File: config.mk
export PLATFORM = sky130hd
export DESIGN_NAME = serial_sub_ctrl
export DESIGN_NICKNAME = d
export VERILOG_FILES = /design/src/rtl/serial_sub_pkg.sv /design/src/rtl/serial_sub_ctrl_fs_cell.sv /design/src/rtl/serial_sub_ctrl.sv
export SDC_FILE = /design/constraint.sdc
export NUM_CORES = 1
export LEC_CHECK = 0
export ABC_CLOCK_PERIOD_IN_PS = 1800
export CORE_UTILIZATION = 30
export DETAILED_ROUTE_END_ITERATION = 7
export DONT_BUFFER_PORTS = 1
export SETUP_SLACK_MARGIN = 0.1
export SYNTH_ARGS = -nofsm -noshare
export SYNTH_HDL_FRONTEND = slang
export SYNTH_SLANG_ARGS = --single-unit
File: constraint.sdc
create_clock -name clk -period 1.8 [get_ports clk]
set_clock_uncertainty 0.05 [all_clocks]
set_input_delay 0.18 -clock clk [delete_from_list [all_inputs] [get_ports clk]]
set_output_delay 0.18 -clock clk [all_outputs]
set_load 0.02 [all_outputs]
File: src/rtl/serial_sub_pkg.sv
// Shared types and limits for the bit-serial subtraction controller.
package serial_sub_pkg;

  typedef enum logic [1:0] {
    IDLE = 2'd0,
    RUN  = 2'd1,
    DONE = 2'd2
  } sub_state_t;

  localparam int MAX_WIDTH = 32;

endpackage

File: src/rtl/serial_sub_ctrl_fs_cell.sv
// One-bit full subtractor: d = x - y - bi, bo set when that goes below zero.
module fs_cell (
  input  logic x,
  input  logic y,
  input  logic bi,
  output logic d,
  output logic bo
);

  assign d  = x ^ y ^ bi;
  assign bo = (~x & y) | (~x & bi) | (y & bi);

endmodule

File: src/rtl/serial_sub_ctrl.sv
// Bit-serial subtractor controller: one shared fs_cell walks the operands LSB-first,
// with a start/busy/done handshake towards the requester.
module serial_sub_ctrl
  import serial_sub_pkg::*;
#(
  parameter int WIDTH = 8
) (
  input  logic             clk,
  input  logic             rst_n,
  input  logic             start,
  input  logic [WIDTH-1:0] a,
  input  logic [WIDTH-1:0] b,
  input  logic             bin,
  output logic             busy,
  output logic             done,
  output logic [WIDTH-1:0] diff,
  output logic             borrow_out,
  output logic             zero
);

  localparam int            CW   = $clog2(WIDTH + 1);
  localparam logic [CW-1:0] LAST = CW'(WIDTH - 1);

  sub_state_t       state, state_next;
  logic [WIDTH-1:0] a_sr, b_sr, diff_sr, diff_shift;
  logic             borrow;
  logic [CW-1:0]    cnt;
  logic             cell_d, cell_bo;
  logic             last_bit;

  fs_cell u_cell (
    .x  (a_sr[0]),
    .y  (b_sr[0]),
    .bi (borrow),
    .d  (cell_d),
    .bo (cell_bo)
  );

  assign last_bit = (cnt == LAST);

  always_comb begin
    state_next = state;
    case (state)
      IDLE:    if (start) state_next = RUN;
      RUN:     if (last_bit) state_next = DONE;
      DONE:    state_next = IDLE;
      default: state_next = IDLE;
    endcase
  end

  // Diff register contents after the current RUN step; also feeds the result
  // registers on the final step so they are valid while done is high.
  always_comb begin
    diff_shift             = diff_sr >> 1;
    diff_shift[WIDTH-1]    = cell_d;
  end

  assign busy = (state != IDLE);
  assign done = (state == DONE);

  always_ff @(posedge clk or negedge rst_n) begin
    if (!rst_n) begin
      state      <= IDLE;
      a_sr       <= '0;
      b_sr       <= '0;
      diff_sr    <= '0;
      borrow     <= 1'b0;
      cnt        <= '0;
      diff       <= '0;
      borrow_out <= 1'b0;
      zero       <= 1'b0;
    end else begin
      state <= state_next;
      case (state)
        IDLE: begin
          if (start) begin
            a_sr   <= a;
            b_sr   <= b;
            borrow <= bin;
            cnt    <= '0;
          end
        end
        RUN: begin
          a_sr    <= a_sr >> 1;
          b_sr    <= b_sr >> 1;
          diff_sr <= diff_shift;
          borrow  <= cell_bo;
          cnt     <= cnt + CW'(1);
          if (last_bit) begin
            diff       <= diff_shift;
            borrow_out <= cell_bo;
            zero       <= (diff_shift == '0);
          end
        end
        default: ;
      endcase
    end
  end

endmodule

==> results.yml <==
run_status:
  outcome: "complete, no violations"
sta:
  fmax_mhz: 615
  setup_viol: 0
  holdWs_ns: 0.00861
  hold_viol_final: 0
  maxSlewViolCount: 0
  fin_tns_setup_ns: 0
  finalCriticalPeriod_ns: 1.63
  min_period_over_period_pct: 90.4
  rsz0062_at_grt: "no"
  worst_pin_slew_ns: 0.350
  worst_slack_ns: 0.174
  max_slew_margin_pct: 76.6
place:
  place.gp.congestion: 0.716
  dpl_cell_area_mm2: 0.00199
  io_buffers: 0
  dp_slack_ns: 0.234
  dp_hpwl_um: 2650
global_routing:
  grt.overflow.total: 0
  antenna_found_initial: 0
  grt_pass1_vias: 1266
  grt_usage_pct: 12.9
  grt_pass1_wl_um: 6280
  grt_max_degree: 41
floorplanning:
  dieWidth_um: 81.3
  start_util_pct: 31.5
  core_region_area_mm2: 0.00599
  die_area_mm2: 0.00661
  rows: 28
  die_h_um: 81.3
  boundaryPins: 32
run:
  maxCapViolCount: 0
detailed_routing:
  wl_um: 3850
  wire_per_inst_um: 14.8
  ant_nets: 0
  dr.pass1.iters: 6
  num_vias: 1292
  post_drt_via_cell_ratio: 4.99
  detail_route.drc_violations: 0
  drt_iter0_drc: 72
pwr:
  p_seq_share_pct: 45.5
  p_per_area_mw_per_mm2: 1770
  sw_frac_of_total_pct: 38.3
  leakagePower_uw: 0.000969
  p_comb_share_pct: 34.3
  netSwitchingPower_uw: 1450
  pwr-share-clk_pct: 20.2
  vdd_drop_max_mv: 0.806
  p_int_uw: 2340
clocking:
  cts-root-buf: "clkbuf_8"
  cts_tree: "done"
  clkLatencyLatePin_ns: 0.30
  cts_buffers: 5
  h-tree-depth: 2
  clk_path_buf_depth: 2
  clk_pin_slew_ns: 0.08
  clock-sinks: 40
cells_and_area:
  insertedDiodeCount: 0
  finalInstanceArea_mm2: 0.00214
  drive_gt1_share_pct: 17.9
  syn_to_final_growth_pct: 13.3
  nNetsFinal: 205
  postLayoutCoreUtil_pct: 35.7
worst_setup_path:
  crit_start: "state[0]"
  crit_arrival_ns: 1.40
  critPathLaunchType: "flip-flop"
  r2r_start: "borrow"
  max_stage_delay_ns: 0.48
  worst-path-max-fanout: 17
  end_kind: "output port"
  cp_top_family: "flip-flops"
  cp_data_required_time_ns: 1.57
  worstPathCellList: "buf_4, or2_2"
  crit_type: "reg -> out"
  path_buf_inv: 1
  cp_slowest_cell: "dfrtp_1"
yosys:
  syn_inst: 175
  ys_types: 29
  ys_ff_latch: 40
  synth_top_cells_by_area: "dfrtp_1 53%, mux2_4 6.4%, a22oi_1 6.0%"
  yosysSeqAreaShare_pct: 53.0
  syn-mean-instance-area_um2: 10.8
  synthesis.area_mm2: 0.00189
  synth_area_leader_cell: "dfrtp_1"
  yosysWarnings: 0
  synth_top_area_share_pct: 53.0
  synth_nets: 197
min_path:
  hold_class: "in -> reg"
  hp-start: "b[6]"
==> registers in the layout (all words and copies together), names as in the netlist <==
name,flops
a_sr,8
diff,8
zero,1
cnt,4
state,2
borrow,1
borrow_out,1
b_sr,8
diff_sr,7
==> final timing paths <==
path,cells after the start,endpoint,slack [ns]
min reg2reg,2,b_sr[7],0.47
min,2,b_sr[6],0.009
max in group asynchronous,2,cnt[1],1.20
min in group asynchronous,2,diff[3],0.30
max reg2reg,3,zero,0.22
max,2,busy,0.17
==> kinds of logic (layout without fill, tap and decap cells) <==
group | Yosys count | in the layout | share of synthesized area (%)
DFF | 40 | 40 | 53.0
AOI/OAI and AO/OA | 56 | 56 | 17.8
muxes | 11 | 11 | 8.09
and+or+nand+nor | 53 | 53 | 15.5
buffers and inverters | 13 | 22 | 3.91
adders and majority gates | 2 | 2 | 1.72
==> power groups by stage <==
stage / clock, uW / combinational [uW] / sequential (uW)
6_report: 765 / 1300 / 1730
3_5_place_dp: 0 / 1300 / 1750
5_1_grt: 827 / 1480 / 1800
2_1_floorplan: 0 / 1030 / 1650
4_1_cts: 783 / 1330 / 1730
3_3_place_gp: 0 / 1270 / 1740
==> synthesized netlist by cell type <==
library cell and n:
nand2_1 24, nand3_1 2, o21bai_1 1, ha_1 1, a2bb2oi_1 1, clkbuf_1 3, a22o_1 2, nand2b_2 1
a22oi_1 15, nor2b_1 7, a21oi_1 17, or2_2 1, o311ai_0 1, o21ai_0 18, buf_6 2, and2b_1 12
mux2_2 2, inv_1 2, dfrtp_1 40, nor3_4 1, mux2_4 8, and4b_1 1, fa_1 1, buf_4 1
nor4_1 1, buf_2 5, o21ai_1 1, nor2_1 3, mux2i_1 1
==> layer usage <==
layer	track usage, %	wire, um	part of all wire (%)
met1	16.0	1760	46
met2	20.5	1870	49
met3	4.61	174	4.5
met4	4.82	42	1.1
met5	0	0	0
==> final cells by class <==
type	instances	area (um2)
fillers	606	3850
flip-flops and latches	40	1000
multi-input cells	122	816
repair buffers	12	105
well taps	75	93.8
clock buffers	5	68.8
clock inverters	3	47.5
inverters	2	7.51
==> worst register-to-register path: cells and delay by family, from the launching register on <==
| kind | cells | cell delay, ns |
|---|---|---|
| flops | 1 | 0.41 |
| simple gates | 1 | 0.23 |
| fa+ha+maj | 1 | 0.53 |
| mux | 1 | 0.25 |
==> cells in the final DEF, fill, tap and decap left out, types with 3 or more instances in the layout <==
| cell type | n |
|---|---|
| clkbuf_8 | 5 |
| and2b_1 | 12 |
| nor2b_1 | 6 |
| o21ai_0 | 18 |
| dfrtp_1 | 40 |
| a22oi_1 | 15 |
| mux2_4 | 8 |
| nand2_1 | 24 |
| a21oi_1 | 17 |
| buf_4 | 10 |
| nor2_1 | 3 |
==> through the flow <==
| stage | cells | total power (uW) |
|---|---|---|
| after CTS | 259 | 3850 |
| final | 259 | 3790 |
| after global routing | 259 | 4110 |
| after detailed placement | 249 | 3050 |
| after global placement | 249 | 3010 |
| after floorplan | 175 | 2680 |
==> repair_timing <==
action,CTS,global route
endpoints found under the setup margin,0,1
hold endpoints to repair,40,0
setup buffers,0,0
gates resized for setup,0,1
hold buffers,2,0
Power figures use the tool's default switching activity.
